$ cat src/rtl/pipe_pkg.sv
// Shared pipeline-control types: hazard FSM state encoding and stage-control words.
package pipe_pkg;

  typedef enum logic [1:0] {
    RUN     = 2'd0,
    MEMWAIT = 2'd1,
    ERR     = 2'd2
  } state_e;

  typedef struct packed {
    logic pcwr;
    logic ifidwr;
    logic ifidflush;
    logic idexwr;
    logic idexbubble;
    logic exmemwr;
    logic memwbbubble;
    logic dmemreq;
  } ctrl_t;

  // Free-running pipeline: every stage register writes, nothing is squashed.
  localparam ctrl_t CTRL_RUN = ctrl_t'(8'b1101_0100);
  // NOP control word: nothing advances, ID/EX and MEM/WB load bubbles, no memory request.
  localparam ctrl_t CTRL_NOP = ctrl_t'(8'b0000_1010);

  function automatic ctrl_t freeze_ctrl(input ctrl_t c);
    ctrl_t r;
    r             = c;
    r.pcwr        = 1'b0;
    r.ifidwr      = 1'b0;
    r.idexwr      = 1'b0;
    r.exmemwr     = 1'b0;
    r.memwbbubble = 1'b1;
    return r;
  endfunction

endpackage

$ cat src/rtl/hazard_stall_ctrl_if.sv
// Pipeline-side hazard information in, stage enables and memory handshake out.
interface hazard_stall_ctrl_if #(
  parameter int unsigned CNTW = 16
);
  logic [4:0]      ifidrs;
  logic [4:0]      ifidrt;
  logic            ifidusert;
  logic            idexmemrd;
  logic [4:0]      idexrt;
  logic            exbranchtkn;
  logic            exmemmemrd;
  logic            exmemmemwr;
  logic            dmemack;
  logic            dmemreq;
  logic            pcwr;
  logic            ifidwr;
  logic            ifidflush;
  logic            idexwr;
  logic            idexbubble;
  logic            exmemwr;
  logic            memwbbubble;
  logic            memerr;
  logic [CNTW-1:0] stallcnt;

  modport master (
    output ifidrs, ifidrt, ifidusert, idexmemrd, idexrt, exbranchtkn,
           exmemmemrd, exmemmemwr, dmemack,
    input  dmemreq, pcwr, ifidwr, ifidflush, idexwr, idexbubble, exmemwr,
           memwbbubble, memerr, stallcnt
  );

  modport slave (
    input  ifidrs, ifidrt, ifidusert, idexmemrd, idexrt, exbranchtkn,
           exmemmemrd, exmemmemwr, dmemack,
    output dmemreq, pcwr, ifidwr, ifidflush, idexwr, idexbubble, exmemwr,
           memwbbubble, memerr, stallcnt
  );
endinterface

$ cat src/rtl/hazard_sat_counter.sv
// Saturating up-counter; holds at all-ones instead of wrapping.
module hazard_sat_counter #(
  parameter int unsigned CNTW = 16
) (
  input  logic            clk,
  input  logic            rstn,
  input  logic            inc_i,
  output logic [CNTW-1:0] cnt_o
);

  logic [CNTW-1:0] cnt_q;

  always_ff @(posedge clk or negedge rstn) begin
    if (!rstn) begin
      cnt_q <= '0;
    end else if (inc_i && (cnt_q != {CNTW{1'b1}})) begin
      cnt_q <= cnt_q + CNTW'(1);
    end
  end

  assign cnt_o = cnt_q;

endmodule

$ cat src/rtl/hazard_stall_ctrl.sv
// Stall/flush controller: load-use bubble, taken-branch flush, memory-wait freeze with timeout.
module hazard_stall_ctrl
  import pipe_pkg::*;
#(
  parameter int unsigned MEMTIMEOUT = 16,
  parameter int unsigned CNTW       = 16
) (
  input  logic               clk,
  input  logic               rstn,
  hazard_stall_ctrl_if.slave bus
);

  localparam int unsigned WCW = $clog2(MEMTIMEOUT + 1);

  state_e          state_q, state_d;
  logic [WCW-1:0]  waitcnt_q, waitcnt_d;
  logic            memerr_q, memerr_d;
  logic            memacc;
  logic            luse;
  ctrl_t           ctrl;
  logic [CNTW-1:0] stallcnt;

  assign memacc = bus.exmemmemrd | bus.exmemmemwr;
  assign luse   = bus.idexmemrd && (bus.idexrt != 5'd0) &&
                  ((bus.idexrt == bus.ifidrs) ||
                   (bus.ifidusert && (bus.idexrt == bus.ifidrt)));

  always_ff @(posedge clk or negedge rstn) begin
    if (!rstn) begin
      state_q   <= RUN;
      waitcnt_q <= '0;
      memerr_q  <= 1'b0;
    end else begin
      state_q   <= state_d;
      waitcnt_q <= waitcnt_d;
      memerr_q  <= memerr_d;
    end
  end

  // Priority inside RUN: memory freeze, then branch flush, then load-use bubble.
  always_comb begin
    state_d   = state_q;
    waitcnt_d = waitcnt_q;
    memerr_d  = memerr_q;
    ctrl      = CTRL_RUN;
    unique case (state_q)
      RUN: begin
        ctrl.dmemreq = memacc;
        if (memacc && !bus.dmemack) begin
          ctrl      = freeze_ctrl(ctrl);
          state_d   = MEMWAIT;
          waitcnt_d = WCW'(1);
        end else if (bus.exbranchtkn) begin
          ctrl.ifidflush  = 1'b1;
          ctrl.idexbubble = 1'b1;
        end else if (luse) begin
          ctrl.pcwr       = 1'b0;
          ctrl.ifidwr     = 1'b0;
          ctrl.idexbubble = 1'b1;
        end
      end
      MEMWAIT: begin
        ctrl.dmemreq = memacc;
        if (bus.dmemack) begin
          state_d   = RUN;
          waitcnt_d = '0;
        end else begin
          ctrl      = freeze_ctrl(ctrl);
          waitcnt_d = waitcnt_q + WCW'(1);
          if (waitcnt_d == WCW'(MEMTIMEOUT)) begin
            state_d  = ERR;
            memerr_d = 1'b1;
          end
        end
      end
      ERR: begin
        ctrl         = freeze_ctrl(ctrl);
        ctrl.dmemreq = 1'b0;
      end
      default: begin
        ctrl    = CTRL_NOP;
        state_d = RUN;
      end
    endcase
    if (!rstn) begin
      ctrl = CTRL_NOP;
    end
  end

  // A load-use stall during a freeze is the same lost cycle, so one pcwr=0 increment covers both.
  hazard_sat_counter #(
    .CNTW (CNTW)
  ) u_stall_cnt (
    .clk   (clk),
    .rstn  (rstn),
    .inc_i (rstn && !ctrl.pcwr),
    .cnt_o (stallcnt)
  );

  assign bus.pcwr        = ctrl.pcwr;
  assign bus.ifidwr      = ctrl.ifidwr;
  assign bus.ifidflush   = ctrl.ifidflush;
  assign bus.idexwr      = ctrl.idexwr;
  assign bus.idexbubble  = ctrl.idexbubble;
  assign bus.exmemwr     = ctrl.exmemwr;
  assign bus.memwbbubble = ctrl.memwbbubble;
  assign bus.dmemreq     = ctrl.dmemreq;
  assign bus.memerr      = memerr_q;
  assign bus.stallcnt    = stallcnt;

endmodule

$ cat src/flat_wrapper.sv
// flat-port wrapper written by rule: the top's interface ports become plain ports
module hazard_stall_ctrl_flat import pipe_pkg::*;
#(
  parameter int unsigned MEMTIMEOUT = 16,
  parameter int unsigned CNTW       = 16
)
  (clk, rstn, bus_ifidrs, bus_ifidrt, bus_ifidusert, bus_idexmemrd, bus_idexrt, bus_exbranchtkn, bus_exmemmemrd, bus_exmemmemwr, bus_dmemack, bus_dmemreq, bus_pcwr, bus_ifidwr, bus_ifidflush, bus_idexwr, bus_idexbubble, bus_exmemwr, bus_memwbbubble, bus_memerr, bus_stallcnt);
  hazard_stall_ctrl_if #(.CNTW(CNTW)) bus_i ();
  input  logic clk;
  input  logic rstn;
  input wire logic [$bits(bus_i.ifidrs)-1:0] bus_ifidrs;
  input wire logic [$bits(bus_i.ifidrt)-1:0] bus_ifidrt;
  input wire logic [$bits(bus_i.ifidusert)-1:0] bus_ifidusert;
  input wire logic [$bits(bus_i.idexmemrd)-1:0] bus_idexmemrd;
  input wire logic [$bits(bus_i.idexrt)-1:0] bus_idexrt;
  input wire logic [$bits(bus_i.exbranchtkn)-1:0] bus_exbranchtkn;
  input wire logic [$bits(bus_i.exmemmemrd)-1:0] bus_exmemmemrd;
  input wire logic [$bits(bus_i.exmemmemwr)-1:0] bus_exmemmemwr;
  input wire logic [$bits(bus_i.dmemack)-1:0] bus_dmemack;
  output wire logic [$bits(bus_i.dmemreq)-1:0] bus_dmemreq;
  output wire logic [$bits(bus_i.pcwr)-1:0] bus_pcwr;
  output wire logic [$bits(bus_i.ifidwr)-1:0] bus_ifidwr;
  output wire logic [$bits(bus_i.ifidflush)-1:0] bus_ifidflush;
  output wire logic [$bits(bus_i.idexwr)-1:0] bus_idexwr;
  output wire logic [$bits(bus_i.idexbubble)-1:0] bus_idexbubble;
  output wire logic [$bits(bus_i.exmemwr)-1:0] bus_exmemwr;
  output wire logic [$bits(bus_i.memwbbubble)-1:0] bus_memwbbubble;
  output wire logic [$bits(bus_i.memerr)-1:0] bus_memerr;
  output wire logic [$bits(bus_i.stallcnt)-1:0] bus_stallcnt;
  assign bus_i.ifidrs = bus_ifidrs;
  assign bus_i.ifidrt = bus_ifidrt;
  assign bus_i.ifidusert = bus_ifidusert;
  assign bus_i.idexmemrd = bus_idexmemrd;
  assign bus_i.idexrt = bus_idexrt;
  assign bus_i.exbranchtkn = bus_exbranchtkn;
  assign bus_i.exmemmemrd = bus_exmemmemrd;
  assign bus_i.exmemmemwr = bus_exmemmemwr;
  assign bus_i.dmemack = bus_dmemack;
  assign bus_dmemreq = bus_i.dmemreq;
  assign bus_pcwr = bus_i.pcwr;
  assign bus_ifidwr = bus_i.ifidwr;
  assign bus_ifidflush = bus_i.ifidflush;
  assign bus_idexwr = bus_i.idexwr;
  assign bus_idexbubble = bus_i.idexbubble;
  assign bus_exmemwr = bus_i.exmemwr;
  assign bus_memwbbubble = bus_i.memwbbubble;
  assign bus_memerr = bus_i.memerr;
  assign bus_stallcnt = bus_i.stallcnt;
  hazard_stall_ctrl #(.MEMTIMEOUT(MEMTIMEOUT), .CNTW(CNTW)) u_core (.clk(clk), .rstn(rstn), .bus(bus_i));
endmodule
$ cat config.mk
export PLATFORM = sky130hd
export DESIGN_NAME = hazard_stall_ctrl_flat
export DESIGN_NICKNAME = d
export VERILOG_FILES = /design/src/rtl/pipe_pkg.sv /design/src/rtl/hazard_stall_ctrl_if.sv /design/src/rtl/hazard_sat_counter.sv /design/src/rtl/hazard_stall_ctrl.sv /design/src/flat_wrapper.sv
export SDC_FILE = /design/constraint.sdc
export NUM_CORES = 1
export LEC_CHECK = 0
export CAP_MARGIN = 20
export CORE_UTILIZATION = 52
export CTS_BUF_LIST = sky130_fd_sc_hd__clkbuf_4 sky130_fd_sc_hd__clkbuf_8
export DETAILED_ROUTE_END_ITERATION = 10
export MAX_ROUTING_LAYER = met4
export PLACE_DENSITY = 0.87
export SLEW_MARGIN = 30
export SYNTH_ARGS = -nofsm -noshare
export SYNTH_HDL_FRONTEND = slang
export SYNTH_SLANG_ARGS = --single-unit
export TNS_END_PERCENT = 20
$ cat constraint.sdc
create_clock -name clk -period 4.4 [get_ports clk]
set_input_delay 1.1 -clock clk [delete_from_list [all_inputs] [get_ports clk]]
set_output_delay 1.1 -clock clk [all_outputs]
set_load 0.05 [all_outputs]
Word level (Yosys, flattened, before mapping)
Index checks and enable logic that the tools add are counted.
{"block": "word_totals", "inputBits": 23, "ramBits": 0, "mem_count": 0, "output_inout_bits": 25, "latch_bits": 0, "reg_bits": 24, "elab_cells": 51, "rom_bits": 0}
{"block": "op_classes", "shift": 0, "bitwise": 3, "n_mux": 19, "n_eq_ne": 8, "reduce_logical": 15, "n_div": 0, "magnitude_cmp": 0, "multipliers": 0, "n_addsub": 2}
{"cell": "one-hot mux 8 bit (3 select lines)", "count": 1}
{"cell": "adder 16 x 1 -> 16 bit (second input constant)", "count": 1}
{"cell": "2-to-1 mux 8 bit", "count": 2}
{"cell": "!= test 16 bit (second input constant)", "count": 1}
{"cell": "== test 5 bit", "count": 2}
{"cell": "2-to-1 mux 2 bit", "count": 5}
{"cell": "2-to-1 mux 5 bit", "count": 2}
{"cell": "one-hot mux 5 bit (2 select lines)", "count": 1}
{"cell": "logical AND 1 bit", "count": 6}
{"cell": "2-to-1 mux 3 bit", "count": 2}
{"cell": "one-hot mux 2 bit (3 select lines)", "count": 1}
{"cell": "AND reduction 3 bit", "count": 2}
{"cell": "adder 5 x 1 -> 5 bit (second input constant)", "count": 1}
{"cell": "== test 5 bit (second input constant)", "count": 1}
{"cell": "2-to-1 mux 1 bit", "count": 5}
{"cell": "nonzero test 5 bit", "count": 1}
{"cell": "!= test 3 x 2 -> 1 bit (second input constant)", "count": 1}
{"cell": "== test 2 x 1 -> 1 bit (second input constant)", "count": 1}
{"cell": "== test 2 bit (second input constant)", "count": 1}
{"cell": "zero test 1 bit", "count": 2}
{"cell": "zero test 2 bit", "count": 1}
{"cell": "!= test 2 x 1 -> 1 bit (second input constant)", "count": 1}
{"cell": "NOT 1 bit", "count": 2}
{"cell": "AND reduction 2 bit", "count": 1}
{"cell": "other kinds (3)", "count": 3}

Longest topological paths before layout
Gate-level depths: netlist of run 1.
{"block": "depth", "depth_word": 12, "mapped_depth": 9, "mapped_depth_nobuf": 7}

By module
From an unflattened synthesis of run 1, not the netlist that was laid out.
{"block": "hier_totals", "hier_cells": 166, "hier_area_um2": 1637.8}
{"module": "hazard_sat_counter", "n_inst": 1, "area_each_um2": 859.6, "cells_per_inst": 72, "seq_area_each_um2": 400.4}
{"module": "hazard_stall_ctrl", "n_inst": 1, "area_each_um2": 778.2, "cells_per_inst": 94, "seq_area_each_um2": 200.2}

Least setup slack after synthesis of run 1
OpenSTA, ideal clock, no wires.
{"block": "synth_timing", "path_kind": "in2out", "start": "input bus_exmemmemwr", "end": "output bus_pcwr", "t_arrival_ps": 3726, "path_stages": 6, "required_time_ps": 3300, "path_buffers": 1, "path_slack_ps": -426, "cell_sequence": "nor2_1 -> nand2_1 -> a21oi_1 -> and2_1 -> a21boi_0 -> buf_4"}
{"block": "synth_between", "elab_chain_len": 5}
{"item": "start: declaration", "line_no": "flat_wrapper.sv:18", "text": "input wire logic [$bits(bus_i.exmemmemwr)-1:0] bus_exmemmemwr;"}
{"item": "bitwise OR 1 bit", "line_no": "hazard_stall_ctrl.sv:23", "text": "assign memacc = bus.exmemmemrd | bus.exmemmemwr;"}
{"item": "logical AND 1 bit", "line_no": "hazard_stall_ctrl.sv:49", "text": "if (memacc && !bus.dmemack) begin"}
{"item": "2-to-1 mux 3 bit", "line_no": "hazard_stall_ctrl.sv:49"}
{"item": "one-hot mux 8 bit (3 select lines)", "line_no": "hazard_stall_ctrl.sv:46", "text": "unique case (state_q)"}
{"item": "2-to-1 mux 8 bit", "line_no": "hazard_stall_ctrl.sv:85", "text": "if (!rstn) begin"}
{"item": "end: declaration", "line_no": "flat_wrapper.sv:21", "text": "output wire logic [$bits(bus_i.pcwr)-1:0] bus_pcwr;"}
Every way passes these cells.

Worst setup path after layout of run 1
{"block": "layout_timing", "start": "input bus_idexrt[0]", "end": "output bus_idexbubble"}
{"block": "layout_between", "elab_chain_len": 9, "elab_cells_between_ends": 12, "cone_classes": "2 x eq/ne; 5 x mux; 5 x reduce/logical"}
{"item": "start: declaration", "line_no": "flat_wrapper.sv:15", "text": "input wire logic [$bits(bus_i.idexrt)-1:0] bus_idexrt;"}
{"item": "== test 5 bit", "line_no": "hazard_stall_ctrl.sv:26", "text": "(bus.ifidusert && (bus.idexrt == bus.ifidrt)));"}
{"item": "logical AND 1 bit", "line_no": "hazard_stall_ctrl.sv:26"}
{"item": "logical OR 1 bit", "line_no": "hazard_stall_ctrl.sv:25", "text": "((bus.idexrt == bus.ifidrs) ||"}
{"item": "logical AND 1 bit *", "line_no": "hazard_stall_ctrl.sv:24", "text": "assign luse = bus.idexmemrd && (bus.idexrt != 5'd0) &&"}
{"item": "2-to-1 mux 1 bit *", "line_no": "hazard_stall_ctrl.sv:56", "text": "end else if (luse) begin"}
{"item": "2-to-1 mux 1 bit *", "line_no": "hazard_stall_ctrl.sv:53", "text": "end else if (bus.exbranchtkn) begin"}
{"item": "2-to-1 mux 1 bit *", "line_no": "hazard_stall_ctrl.sv:49"}
{"item": "one-hot mux 8 bit (3 select lines) *", "line_no": "hazard_stall_ctrl.sv:46"}
{"item": "2-to-1 mux 8 bit *", "line_no": "hazard_stall_ctrl.sv:85"}
{"item": "end: declaration", "line_no": "flat_wrapper.sv:25", "text": "output wire logic [$bits(bus_i.idexbubble)-1:0] bus_idexbubble;"}
Mark *: on every way between the ends. The rest lies on a longest branch, timed or not.

==> results of run 1 <==
how the worst max path moves through the flow:
stage                              start  slack [ns]  cells after the start             end
final                      bus_idexrt[0]        0.23                      7  bus_idexbubble
after global routing       bus_idexrt[0]        0.12                      7  bus_idexbubble
after CTS                  bus_idexrt[0]        0.23                      7  bus_idexbubble
after detailed placement   bus_idexrt[0]        0.24                      7  bus_idexbubble
after global placement     bus_idexrt[0]        0.28                      7  bus_idexbubble
after floorplan           bus_exmemmemwr        0.31                      6        bus_pcwr
placed cells by master (no fill, tap or decap), types with 2 or more instances in the layout:
cell,n
a21oi_1,9
and2_1,2
and3_1,7
and4_1,3
buf_12,6
buf_4,3
clkbuf_4,3
clkdlybuf4s50_1,39
dfrtp_1,24
ha_1,6
inv_1,6
mux2_1,2
nand2_1,9
nand2b_1,2
nand3_1,12
nand3b_1,2
nand4_1,8
nor2_1,11
nor3_1,5
o21ai_0,6
xnor2_1,15
xor2_1,10
state kept, by name (all words and copies together), names as in the netlist:
signal                    count
u_core.u_stall_cnt.cnt_o     16
u_core.waitcnt_q              5
u_core.state_q                2
u_core.bus.memerr             1
report_power, final:
group / switching [mW] / total, mW / internal (mW)
combinational: 0.298 / 0.495 / 0.196
sequential: 0.0574 / 0.318 / 0.261
clock: 0.0578 / 0.0897 / 0.0319
total: 0.414 / 0.903 / 0.489
layout make-up:
class                           instances  area (um^2)
Inverter                                6         22.5
Sequential cell                        24          601
Tap cell                               31         38.8
Timing Repair Buffer                   48          533
Multi-Input combinational cell        128          896
Fill cell                             207          692
Clock buffer                            3         22.5
cells by family after synthesis:
family          synth area share
simple gates               0.237
compound gates             0.119
xor+xnor                   0.140
flops                      0.385
buf+inv                   0.0433
fa+ha+maj                 0.0481
mux                       0.0281
per-stage QoR:
step	util	total power [mW]	cells	cell area, um^2
after global placement	0.745	0.796	237	2090
after CTS	0.753	0.909	240	2110
after detailed placement	0.745	0.817	237	2090
final	0.753	0.903	240	2110
after floorplan	-	0.636	166	1560
after global routing	0.753	0.957	240	2110
routing by layer:
layer,global-route usage,part of all wire,vias to the layer above
met5,-,0,-
met2,0.442,0.51,52
met3,0.0346,0.063,2
met4,0.0383,0.0033,0
li1,-,-,677
met1,0.281,0.42,682
worst register-to-register path, delay by kind of cell, from the launching register on:
kind | cells | cell delay (ns)
DFF | 1 | 0.41
and+or+nand+nor | 2 | 0.36
AOI/OAI and AO/OA | 2 | 0.81
muxes | 1 | 0.37
adders and majority gates | 1 | 0.28
buffers and inverters | 1 | 0.08
Yosys cell counts, drive strengths merged (2+ instances only):
| cell | number | area [um^2] |
|---|---|---|
| nor3 | 5 | 25.0 |
| xnor2 | 15 | 131 |
| xor2 | 10 | 87.6 |
| clkbuf | 5 | 18.8 |
| nand3b | 2 | 15.0 |
| buf | 3 | 26.3 |
| nor2 | 11 | 41.3 |
| o21ai | 7 | 38.8 |
| dfrtp | 24 | 601 |
| a21oi | 9 | 45.0 |
| nand3 | 12 | 60.1 |
| nand2b | 2 | 12.5 |
| and3 | 7 | 43.8 |
| inv | 6 | 22.5 |
| nand4 | 8 | 50.1 |
| and4 | 3 | 26.3 |
| mux2 | 3 | 33.8 |
| ha | 6 | 75.1 |
| and2 | 2 | 12.5 |
| nand2 | 10 | 40.0 |
==> impl_metrics.py, run 1 <==
metrics = {
    "cells_and_area": {
        "area_delta_synth_final_pct": 35.4,
        "num_antenna_cells": 0,
        "drive_gt1_frac": 0.0957,
        "finalNetCount": 240,
    },
    "cts": {
        "cts_setup_buffers": 0,
        "cts_max_level": 1,
        "tritoncts": "built",
        "numCtsBuffers": 3,
        "cts.sinks": 24,
        "clockBufferDepth": 2,
        "worstSkewPairLatency_ns": 0.30,
        "clk_pin_slew_ns": 0.11,
        "cts_resized": 0,
        "cts_root_buf": "clkbuf_4",
        "hold_buffers": 0,
    },
    "synth": {
        "yosys_warnings": 0,
        "synthDistinctLibCells": 40,
        "syn-num-nets": 195,
        "syn_area_per_cell_um2": 9.40,
        "ys.flop_type": "dfrtp_1",
        "syn_inst": 166,
        "syn_area_um2": 1560,
        "yosysSeqAreaShare": 0.385,
        "async_reset_ff_frac": 1.00,
        "ys_ff_latch": 24,
        "synth_edf_count": 0,
    },
    "timing": {
        "setup_ws_ns": 0.227,
        "setup_viol": 0,
        "final.setup.tns_ns": 0,
        "hold_violations": 0,
        "fin_skew_ns": 0.00525,
        "period_share": 0.948,
        "hold_slack_ns": 0.486,
        "worstMarginPinSlew_ns": 0.626,
        "rsz0062_at_grt": "no",
        "fmax_mhz": 240,
        "maxSlewHeadroom": 0.583,
        "slew_viol_final": 0,
        "period_minus_slack_ns": 4.17,
    },
    "die": {
        "die_h_um": 56.8,
        "ioPinCount": 48,
        "rows": 19,
        "dieArea_um2": 3220,
        "start_util": 0.556,
        "die_w_um": 56.8,
        "core-area_um2": 2810,
    },
    "worst_hold_path": {
        "hold_class": "reg -> reg",
        "holdPathStages": 1,
        "min_from": "u_core.bus.memerr",
        "hold-path-endpoint": "u_core.bus.memerr",
    },
    "placed_design": {
        "place.gp.congestion": 0.822,
        "port_buffers": 47,
        "dp_worst_setup_slack_ns": 0.240,
        "dp_hpwl_mm": 2.81,
    },
    "detailed_routing": {
        "drt_iter0_markers": 67,
        "drt_wl_total_mm": 3.60,
        "dr.pass1.iters": 7,
        "routed_via_density": 5.89,
        "post_drt_wl_per_cell_um": 15.0,
        "drc": 12,
        "vias": 1413,
        "ant_nets": 0,
    },
    "setup_path": {
        "worstPathArrival_ns": 3.07,
        "cp.required_ns": 3.30,
        "r2r_start": "u_core.state_q[1]",
        "crit_buf_inv": 2,
        "max_stage_delay_ns": 0.70,
        "endpoint_kind": "output pin",
        "cp-start-kind": "input port",
        "crit_fanout": 3,
        "crit_chain": "clkdlybuf4s50_1, or4_2, o21ai_2, nor2_1, o21ai_0, o211ai_1, buf_4",
        "cp_top_family": "simple AND/OR/NAND/NOR gates",
        "reg2reg_depth": 7,
        "cp_slowest_cell": "or4_2",
        "rr_endpoint": "u_core.u_stall_cnt.cnt_o[12]",
        "setup.worst_path.class": "in -> out",
        "reg2reg_slack_ns": 1.99,
    },
    "outcome": {
        "violations": "design-rule violations",
        "status": "finished with violations",
    },
    "grt": {
        "antenna_found_initial": 0,
        "gr-total-overflow": 0,
        "grt_pass1_vias": 1322,
        "track_usage": 0.240,
        "grt_start_max_net_pins": 25,
        "grt_pass1_wl_mm": 5.92,
    },
    "power_and_ir_drop": {
        "vdd_drop_max_v": 0.000570,
        "power_density_nw_per_um2": 427,
        "leakagePower_nw": 0.884,
    },
    "flow_run": {
        "max_cap_violations": 0,
    },
}
Power figures use the tool's default switching activity.
==> inputs of run 2 (changes only) <==
Settings changed: CORE_UTILIZATION 52 to 44, PLACE_DENSITY 0.87 to 0.78.
Clock period 4.4 ns to 3.5 ns, I/O delays scaled along.
==> run 2 against run 1 <==
The flow now finishes without violations; clock skew is essentially flat; worst hold slack lost 0.015 ns; die area grew 18%; sequential cell count is the same; first-iteration DRC count shrank 40%; sequential share of layout area shrank 2.0 points; via count grew 3.5%; cell count grew 11%; critical path type unchanged; critical endpoint is now bus_pcwr; largest cell class unchanged.
==> impl_metrics.py, run 2 (synthesized netlist as in run 1, its figures left out) <==
metrics = {
    "timing": {
        "setup_viol": 0,
        "maxSlewHeadroom": 0.662,
        "rsz0062_at_grt": "no",
        "setup_ws_ns": 0.0775,
        "hold_violations": 0,
        "fmax_mhz": 292,
        "slew_viol_final": 0,
        "period_minus_slack_ns": 3.42,
        "period_share": 0.978,
        "final.setup.tns_ns": 0,
        "worstMarginPinSlew_ns": 0.506,
        "fin_skew_ns": 0.00521,
    },
    "detailed_routing": {
        "routed_via_density": 5.48,
        "drt_iter0_markers": 40,
        "ant_nets": 0,
        "post_drt_wl_per_cell_um": 14.2,
        "vias": 1463,
        "drc": 0,
        "drt_wl_total_mm": 3.80,
        "dr.pass1.iters": 4,
    },
    "setup_path": {
        "reg2reg_slack_ns": 1.23,
        "crit_fanout": 3,
        "endpoint_kind": "output pin",
        "startpoint": "bus_idexrt[4]",
        "max_stage_delay_ns": 0.48,
        "cp_slowest_cell": "clkdlybuf4s50_1",
        "cp_top_family": "buffers and inverters",
        "endpoint": "bus_pcwr",
        "rr_endpoint": "u_core.u_stall_cnt.cnt_o[5]",
        "reg2reg_depth": 8,
        "crit_chain": "clkdlybuf4s50_1, or4_4, o21ai_4, nor2_2, buf_4, a21boi_4, buf_12",
        "worstPathArrival_ns": 2.55,
        "cp.required_ns": 2.62,
        "setup.worst_path.class": "in -> out",
        "crit_buf_inv": 3,
        "cp-start-kind": "input port",
        "cp.depth": 7,
        "r2r_start": "u_core.state_q[1]",
    },
    "cells_and_area": {
        "drive_gt1_frac": 0.154,
        "num_antenna_cells": 0,
        "mostFrequentLayoutCells": "36 x clkdlybuf4s50_1, 24 x dfrtp_1, 15 x xnor2_1",
        "area_delta_synth_final_pct": 45.9,
        "mostFrequentLayoutCell": "clkdlybuf4s50_1",
        "largest_reg_flops": 16,
        "finalNetCount": 251,
    },
    "power_and_ir_drop": {
        "leakagePower_nw": 0.979,
        "vdd_drop_max_v": 0.000496,
        "p_int_uw": 707,
        "power_density_nw_per_um2": 547,
        "power.total_mw": 1.24,
        "power_frac_seq": 0.321,
        "switchingPower_uw": 537,
        "power_frac_comb": 0.517,
        "switching_share": 0.432,
        "clockPowerShare": 0.161,
    },
    "die": {
        "ioPinCount": 48,
        "start_util": 0.464,
        "die_w_um": 61.6,
        "core-area_um2": 3360,
        "rows": 21,
        "die_h_um": 61.6,
        "dieArea_um2": 3790,
    },
    "placed_design": {
        "dp_hpwl_mm": 2.82,
        "place.gp.congestion": 0.811,
        "port_buffers": 47,
        "dp_worst_setup_slack_ns": -0.146,
    },
    "cts": {
        "clockBufferDepth": 2,
        "clk_pin_slew_ns": 0.13,
        "cts.sinks": 24,
        "cts_root_buf": "clkbuf_4",
        "tritoncts": "built",
        "numCtsBuffers": 3,
        "cts_max_level": 1,
        "worstSkewPairLatency_ns": 0.31,
    },
    "grt": {
        "grt_pass1_vias": 1446,
        "antenna_found_initial": 0,
        "gr-total-overflow": 0,
        "grt_start_max_net_pins": 24,
        "grt_pass1_wl_mm": 6.21,
        "track_usage": 0.228,
    },
    "flow_run": {
        "max_cap_violations": 0,
    },
    "outcome": {
        "status": "finished clean",
    },
    "worst_hold_path": {
        "hold_class": "reg -> reg",
        "min_from": "u_core.bus.memerr",
    },
}
run 2: per-stage QoR:
stage | util | std cells | area [um^2] | hold slack [ns]
after floorplan | - | 166 | 1570 | 0.506
after global placement | 0.645 | 259 | 2170 | 0.450
after detailed placement | 0.645 | 259 | 2170 | 0.443
after CTS | 0.664 | 264 | 2230 | 0.476
after global routing | 0.677 | 267 | 2280 | 0.492
final | 0.677 | 267 | 2280 | 0.471
run 2: repair_timing:
action / CTS / global route
endpoints found under the setup margin: 3 / 3
hold buffers: 0 / 0
gates resized for setup: 4 / 4
setup buffers: 1 / 3
pin swaps: 2 / 7
run 2: final cells by class:
| type | instances | area (um^2) |
|---|---|---|
| flip-flops and latches | 24 | 601 |
| clock inverters | 1 | 30.0 |
| multi-input cells | 128 | 923 |
| fillers | 276 | 1090 |
| clock buffers | 3 | 22.5 |
| inverters | 6 | 22.5 |
| well taps | 46 | 57.6 |
| repair buffers | 59 | 619 |
run 2: worst min-delay path by stage:
stage,endpoint,cells past startpoint
after global routing,u_core.bus.memerr,1
final,u_core.bus.memerr,1
after detailed placement,u_core.bus.memerr,1
after floorplan,u_core.waitcnt_q[4],2
after CTS,u_core.bus.memerr,1
after global placement,u_core.bus.memerr,1
run 2: power groups by stage:
stage	Sequential, mW	Combinational [mW]	Clock, mW
after floorplan	0.504	0.299	0
after global placement	0.399	0.624	0
after detailed placement	0.404	0.639	0
after CTS	0.400	0.644	0.204
after global routing	0.411	0.691	0.215
final	0.400	0.643	0.201
run 2: per-layer routing:
metal	global-route usage	wire length (um)	vias to the layer above
met5	-	0	-
met4	0.0603	29	0
met3	0.0378	265	4
met2	0.406	1950	57
met1	0.264	1550	699
li1	-	-	703
